===== src/rtl/lc3_step_pkg.sv =====
// Shared types for the LC-3 Run/Continue step sequencer.
// Sequencer states and the minimum gap length.
package lc3_step_pkg;

  typedef enum logic [2:0] {
    IDLE,
    RUN_P,
    GAP,
    CONT_P,
    DONE
  } step_state_t;

  localparam int MIN_GAP = 1;

endpackage


===== src/rtl/step_timer.sv =====
// Loadable down-counter timing both pulse widths and gaps.
// Holds at zero once it runs out.
module step_timer #(
  parameter int W = 16
) (
  input  logic         clk,
  input  logic         rst,
  input  logic         load,
  input  logic [W-1:0] load_val,
  output logic [W-1:0] value,
  output logic         expired
);

  always_ff @(posedge clk or posedge rst) begin
    if (rst) begin
      value <= '0;
    end else if (load) begin
      value <= load_val;
    end else if (value != '0) begin
      value <= value - 1'b1;
    end
  end

  assign expired = (value == '0);

endmodule


===== src/rtl/lc3_step_sequencer.sv =====
// Issues one active-low Run pulse, then Continue pulses
// separated by a programmable gap, for the LC-3 top level.
module lc3_step_sequencer
  import lc3_step_pkg::*;
#(
  parameter int CNT_W        = 16,
  parameter int STEP_W       = 8,
  parameter int PULSE_CYCLES = 1
) (
  input  logic              Clk,
  input  logic              Reset,
  input  logic              start,
  input  logic              mode,
  input  logic [STEP_W-1:0] num_steps,
  input  logic [CNT_W-1:0]  gap_cycles,
  input  logic              stop,
  output logic              Run,
  output logic              Continue,
  output logic              busy,
  output logic              done,
  output logic [STEP_W-1:0] step_count
);

  localparam logic [CNT_W-1:0] PULSE_LD =
    CNT_W'(PULSE_CYCLES - 1);

  step_state_t       state;
  step_state_t       state_n;
  logic              mode_q;
  logic [STEP_W-1:0] steps_q;
  logic [CNT_W-1:0]  gap_q;
  logic              stop_seen;
  logic              stop_hit;
  logic [STEP_W-1:0] steps_int;
  logic              tmr_load;
  logic [CNT_W-1:0]  tmr_ld_val;
  logic [CNT_W-1:0]  tmr_value;
  logic              tmr_exp;
  logic              last_step;

  step_timer #(
    .W (CNT_W)
  ) u_timer (
    .clk      (Clk),
    .rst      (Reset),
    .load     (tmr_load),
    .load_val (tmr_ld_val),
    .value    (tmr_value),
    .expired  (tmr_exp)
  );

  // A stop arriving on the expiry edge itself still counts.
  assign stop_hit  = stop_seen | stop;
  assign last_step = !mode_q && (steps_int == steps_q);

  always_comb begin
    state_n = state;
    unique case (state)
      IDLE:   if (start) state_n = RUN_P;
      RUN_P:  if (tmr_exp) state_n = GAP;
      GAP: begin
        if (tmr_exp) begin
          if (stop_hit || last_step) state_n = DONE;
          else                       state_n = CONT_P;
        end
      end
      CONT_P: if (tmr_exp) state_n = GAP;
      DONE:   state_n = IDLE;
      default: state_n = IDLE;
    endcase
  end

  always_comb begin
    tmr_load   = 1'b0;
    tmr_ld_val = PULSE_LD;
    if (state_n != state) begin
      unique case (1'b1)
        (state_n == RUN_P),
        (state_n == CONT_P): begin
          tmr_load   = 1'b1;
          tmr_ld_val = PULSE_LD;
        end
        (state_n == GAP): begin
          tmr_load   = 1'b1;
          tmr_ld_val = gap_q - 1'b1;
        end
        default: tmr_load = 1'b0;
      endcase
    end
  end

  always_ff @(posedge Clk or posedge Reset) begin
    if (Reset) begin
      state     <= IDLE;
      mode_q    <= 1'b0;
      steps_q   <= '0;
      gap_q     <= '0;
      stop_seen <= 1'b0;
      steps_int <= '0;
    end else begin
      state <= state_n;
      if (state == IDLE) begin
        stop_seen <= 1'b0;
        if (start) begin
          mode_q    <= mode;
          steps_q   <= num_steps;
          gap_q     <= (gap_cycles == '0) ?
                       CNT_W'(MIN_GAP) : gap_cycles;
          steps_int <= '0;
        end
      end else begin
        stop_seen <= stop_hit;
      end
      if (state == CONT_P && tmr_exp && steps_int != '1) begin
        steps_int <= steps_int + 1'b1;
      end
    end
  end

  // Outputs are decoded from the settled state one edge later,
  // so every output is a clean flop.
  always_ff @(posedge Clk or posedge Reset) begin
    if (Reset) begin
      Run        <= 1'b1;
      Continue   <= 1'b1;
      busy       <= 1'b0;
      done       <= 1'b0;
      step_count <= '0;
    end else begin
      Run        <= (state != RUN_P);
      Continue   <= (state != CONT_P);
      busy       <= (state != IDLE);
      done       <= (state == DONE);
      step_count <= steps_int;
    end
  end

  a_excl: assert property (
    @(posedge Clk) disable iff (Reset) (Run || Continue)
  );

  a_idle_tmr: assert property (
    @(posedge Clk) disable iff (Reset)
      (state == IDLE) |-> (tmr_value == '0)
  );

endmodule


===== config.mk =====
export PLATFORM = sky130hd
export DESIGN_NAME = lc3_step_sequencer
export DESIGN_NICKNAME = d
export VERILOG_FILES = /design/src/rtl/lc3_step_pkg.sv /design/src/rtl/step_timer.sv /design/src/rtl/lc3_step_sequencer.sv
export SDC_FILE = /design/constraint.sdc
export NUM_CORES = 1
export LEC_CHECK = 0
export CORE_MARGIN = 2
export CORE_UTILIZATION = 26
export CTS_BUF_LIST = sky130_fd_sc_hd__clkbuf_16
export DETAILED_ROUTE_END_ITERATION = 7
export HOLD_SLACK_MARGIN = 0.05
export PLACE_DENSITY_LB_ADDON = 0.12
export SYNTH_ARGS = -nofsm -noshare
export SYNTH_HDL_FRONTEND = slang
export SYNTH_HIERARCHICAL = 1
export SYNTH_SLANG_ARGS = --single-unit

===== constraint.sdc =====
create_clock -name Clk -period 3.6 [get_ports Clk]
set_input_delay 0.72 -clock Clk [delete_from_list [all_inputs] [get_ports Clk]]
set_output_delay 0.72 -clock Clk [all_outputs]
set_load 0.02 [all_outputs]

After elaboration in Yosys (flattened, before gate mapping)
Index checks and enable logic that the tools add are counted.
Word-level totals
  bits in registers: 65
  input bits: 29
  output and inout port bits: 12
Cells by class
  $add $sub $neg: 3
  eq/ne operators: 12
  mux-type cells: 16
  bitwise logic cells: 1
  reductions and logical operators: 17
Operators by type and width (count)
  $mux W16: 5
  $logic_not A16 Y1: 2
  $sub A16 B1 Y16 const B: 2
  $mux W8: 3
  $reduce_bool A16 Y1: 1
  $eq A3 B2 Y1 const B: 4
  $mux W3: 4
  $pmux W3 S3: 1
  $add A8 B1 Y8 const B: 1
  $eq A8 B8 Y1: 1
  $ne A8 B8 Y1 const B: 1
  $eq A3 B1 Y1 const B: 2
  $reduce_bool A2 Y1: 3
  $reduce_and A2 Y1: 2
  $eq A3 B3 Y1 const B: 1
  $logic_and A1 B1 Y1: 3
  $logic_not A3 Y1: 1
  $mux W1: 3
  $ne A3 B1 Y1 const B: 1
  $ne A3 B2 Y1 const B: 1
  $ne A3 B3 Y1: 1
  $reduce_bool A3 Y1: 1
  $reduce_or A3 Y1: 1
  $reduce_or A2 Y1: 1
  other kinds (3): 3

Depth between registers and ports, before layout
  word-level depth: 11
  depth in mapped cells: 11
  gate-level depth less buffers: 9

Hierarchy
The synthesis kept the hierarchy.
By module, submodules not included
  lc3_step_sequencer: times used 1, cells each 214, area an instance 2336.0 µm²
  step_timer: times used 1, cells each 108, area an instance 982.2 µm²

Worst setup path before layout
No wires, ideal clock.
  kind: reg-to-reg
  start: register u_timer.value[2]
  end: register u_timer.value[1]
  library setup time: 0.100 ns
  data arrival time: 2.613 ns
  required time: 3.500 ns
  slack: 0.887 ns
  cell stages (with the launch flop): 10
  buffers on the path: 3
  clock period less this slack: 2.713 ns
  cells stage by stage: dfrtp_1 -> nor4_1 -> and4_1 -> clkbuf_1 -> nand3_1 -> a31oi_1 -> clkbuf_1 -> clkbuf_1 -> nor3_1 -> a311oi_1
Between the ends
  word-level cells in the longest chain between the ends: 8
  elaborated cells between the ends (all ways): 16
Ends and longest elaborated chain
  from (decl): line step_timer.sv:10  | output logic [W-1:0] value,
  from (signal assigned): line step_timer.sv:18  | value <= load_val;
  from (signal assigned): line step_timer.sv:20  | value <= value - 1'b1;
  $logic_not A16 Y1 *: line step_timer.sv:24  | assign expired = (value == '0);
  net tmr_exp: line lc3_step_sequencer.sv:38  | logic tmr_exp;
  $mux W3 (on tied branches): line lc3_step_sequencer.sv:60, lc3_step_sequencer.sv:67, lc3_step_sequencer.sv:62
  $pmux W3 S3 *: line lc3_step_sequencer.sv:58  | unique case (state)
  $eq A3 B1 Y1, or another cell as far along: line lc3_step_sequencer.sv:78  | (state_n == RUN_P),
  $reduce_or A3 Y1 (no line)
  $mux W1: line lc3_step_sequencer.sv:77  | unique case (1'b1)
  $mux W1 *: line lc3_step_sequencer.sv:76  | if (state_n != state) begin
  net tmr_load: line lc3_step_sequencer.sv:35  | logic tmr_load;
  $mux W16 or $reduce_bool A2 Y1 (tied branches)
Mark *: on every way through the listed nets, which the timed path passes. The rest lies on a longest branch.
A chain may end at the register's enable or synchronous reset.

Worst setup path after layout
  start: register u_timer.value[0]
  end: register steps_int[2]
Between the ends
  word-level cells in the longest chain between the ends: 5
  elaborated cells between the ends (all ways): 7
Ends and longest elaborated chain
  $logic_not A16 Y1 *: line step_timer.sv:24
  net tmr_exp: line lc3_step_sequencer.sv:38
  $logic_and A1 B1 Y1 * (2 in series): line lc3_step_sequencer.sv:114  | if (state == CONT_P && tmr_exp && steps_int != '1) begin
  $reduce_bool A2 Y1 (no line)
  $reduce_and A2 Y1 (no line)
  to (signal assigned): line lc3_step_sequencer.sv:115  | steps_int <= steps_int + 1'b1;
  to (decl): line lc3_step_sequencer.sv:34  | logic [STEP_W-1:0] steps_int;
Marked as above.

==> flow_summary_export.csv <==
group,metric,value,unit
status,run_status,"completed",
routing,first_pass_iters,4,
timing,fin_skew,0.00790,ns
placement,post-dp-hpwl,5.75,mm
routing,ant_nets,0,
setup_path,start_kind,"flip-flop",
pwr,p_per_area,796,nW/um2
setup_path,cp-end-kind,"flip-flop",
routing,drt-total-wl,7.94,mm
setup_path,rrSetupSlack,0.85,ns
synthesis,yosysWarnings,6,
synthesis,seq_area_frac_synth,49.1,%
worst_hold_path,min_to,"stop_seen$_DFF_PP0_",
worst_hold_path,hp-class,"reg2reg",
finish,fin_nets,399,
synthesis,muxShareOfSynthArea,8.11,%
placement,post-place-ws,0.871,ns
placement,routabilityCongestion,0.766,
synthesis,synthXorXnorAreaFrac,8.45,%
finish,drive_gt1_share,14.2,%
cts,hold_buffers,0,
worst_hold_path,whs_path_depth,1,
finish,area_growth,28.2,%
floorplanning,coreArea,12500,um2
cts,cts_resized,0,
cts,cts_made_buffers,9,
timing,tns,0,ns
routing,vias,2574,
synthesis,async_flop_share,100,%
synthesis,netlist_instances,322,
cts,insertion_delay,0.34,ns
cts,cts_tree,"yes",
routing,first_iter_violations,55,
floorplanning,start_util,26.5,%
placement,io_buffers,40,
timing,fin_ws,0.847,ns
finish,final_cell_mix,"dfrtp_1 (63), clkdlybuf4s50_1 (40), nor2_1 (31), nand2_1 (30)",
cts,cts-root-buf,"clkbuf_16",
synthesis,synth_edf_count,0,
cts,clockBufferDepth,2,
finish,num-fill-cells,1329,
setup_path,crit_start,"u_timer/value[0]$_DFFE_PP0P_",
synthesis,synth_top_family_by_area,"simple AND/OR/NAND/NOR gates",
synthesis,syn-mean-instance-area,10.3,um2
timing,slew_viol_final,0,
grt,grt_pass1_wl,13.1,mm
synthesis,syn-num-nets,354,
timing,worst_pin_slew,1.04,ns
timing,fin_crit_sh,76.5,%
cts,post_cts_buffers,0,
pwr,power,3.39,mW
setup_path,cp_max_fo,10,
timing,final_hold_viol_count,0,
job,maxCapViolations,0,
grt,antenna_found_initial,0,
setup_path,path_class,"reg2reg",
floorplanning,die_area,13700,um2
synthesis,synth-adder-area-share,1.13,%
cts,h-tree-depth,3,
setup_path,r2r_end,"steps_int[2]$_DFFE_PP0P_",
placement,place_area,3940,um2
timing,setup_viol,0,
synthesis,synthSimpleGateAreaFrac,20.6,%
floorplanning,die_height,117,um
synthesis,syn_area,3320,um2
floorplanning,core.rowCount,41,
finish,diodes,0,
synthesis,synth_ff_type,"dfrtp_1",
grt,grt-ovfl-total,0,
setup_path,worst-endpoint-arrival,2.96,ns
pwr,leakage,1.66,nW
grt,grt_pass1_vias,2612,
setup_path,r2r_start,"u_timer/value[0]$_DFFE_PP0P_",
setup_path,crit_required,3.81,ns
setup_path,ff2ff_path_depth,9,
timing,finalCriticalPeriod,2.75,ns
routing,remaining_drc_errors,0,
grt,grt_max_degree,50,
floorplanning,io_pins,41,
finish,design_area,4250,um2
grt,grtUsageTotal,12.9,%
timing,max-slew-margin-rel,30.4,%
floorplanning,die_width,117,um
timing,fmax,363,MHz
worst_hold_path,min_from,"stop_seen$_DFF_PP0_",
pwr,vdd_drop_max,0.000397,V
routing,wl_per_cell,14.6,um
cts,clk_pin_slew,0.05,ns
synthesis,synth_compound_area_share,9.77,%
finish,final_common_cell,"dfrtp_1",
synthesis,synth_seq_cells,65,
synthesis,synth_cell_types,50,
cts,clkSinkCount,65,
routing,vias_per_cell,4.73,
timing,rsz0062_at_grt,"no",
-- per-stage QoR --
step	std cells	hold WS [ns]	util [%]
finish	544	0.482	34.0
floorplan	322	0.417	-
global placement	528	0.465	31.5
global route	544	0.502	34.0
detailed placement	528	0.471	31.5
CTS	544	0.489	34.0
-- sequential cells by signal (all words and copies together) (netlist names) --
signal	cells
step_count	8
state	3
u_timer/value	16
Continue	1
mode_q	1
Run	1
steps_int	8
gap_q	16
steps_q	8
stop_seen	1
busy	1
done	1
-- routing by layer --
layer  GRT usage (%)  part of all wire [%]
met1            15.7                    45
met2            21.5                    49
met3            4.94                   4.6
met4            3.76                   1.2
met5               0                     0
-- critical path, stage by stage, from the launching register on --
cell,delay [ns]
dfrtp_1,0.40
inv_1,0.10
ha_1,0.30
nor4b_1,0.24
and4_1,0.39
nand4b_1,0.30
a41o_1,0.40
nor2b_1,0.22
o21ai_0,0.18
o21ai_0,0.09
-- cells by family after synthesis --
| logic type | Yosys count |
|---|---|
| multiplexers | 24 |
| buffers and inverters | 24 |
| flip-flops | 65 |
| XOR/XNOR | 32 |
| AND/OR/NAND/NOR | 126 |
| AO/OA/AOI/OAI | 48 |
| adder cells (fa/ha/maj) | 3 |
-- worst max path at each step --
stage | endpoint | slack, ns | cells past startpoint
3_5_place_dp | steps_int[2]$_DFFE_PP0P_ | 0.87 | 9
4_1_cts | steps_int[2]$_DFFE_PP0P_ | 0.88 | 9
6_report | steps_int[2]$_DFFE_PP0P_ | 0.85 | 9
5_1_grt | steps_int[2]$_DFFE_PP0P_ | 0.57 | 9
3_3_place_gp | steps_int[2]$_DFFE_PP0P_ | 0.91 | 9
2_1_floorplan | u_timer/value[1]$_DFFE_PP0P_ | 0.89 | 9
-- final cells by class --
type | instances | area [um2] | area share (%)
Clock buffer | 9 | 225 | 5.29
Inverter | 12 | 45.0 | 1.06
Tap cell | 172 | 215 | 5.06
Multi-Input combinational cell | 233 | 1610 | 37.8
Sequential cell | 65 | 1630 | 38.3
Timing Repair Buffer | 46 | 445 | 10.5
Clock inverter | 7 | 86.3 | 2.03
-- cells in the mapped netlist, drive strengths merged, types with 5 or more instances --
library cell  instances  area share (%)
dfrtp                63              48
nor2                 31             3.5
nand2                30             3.4
mux2                 23             7.8
xor2                 20             5.3
o21ai                15             2.3
xnor2                12             3.2
inv                  11             1.2
nor4                 11             2.3
nor3                 10             1.5
clkbuf                9             1.0
o31ai                 9             2.0
a21oi                 7             1.1
nand3                 7             1.1
nand4b                5             1.3
or3                   5             1.2
or4                   5             1.4
-- power by group --
group          leakage (nW)  switching (mW)  internal [mW]
Sequential            0.786           0.384           1.07
Clock                 0.148           0.317          0.598
Combinational         0.728           0.464          0.555
Total                  1.66            1.16           2.22
Note: power is estimated with default switching activity, not from simulation.
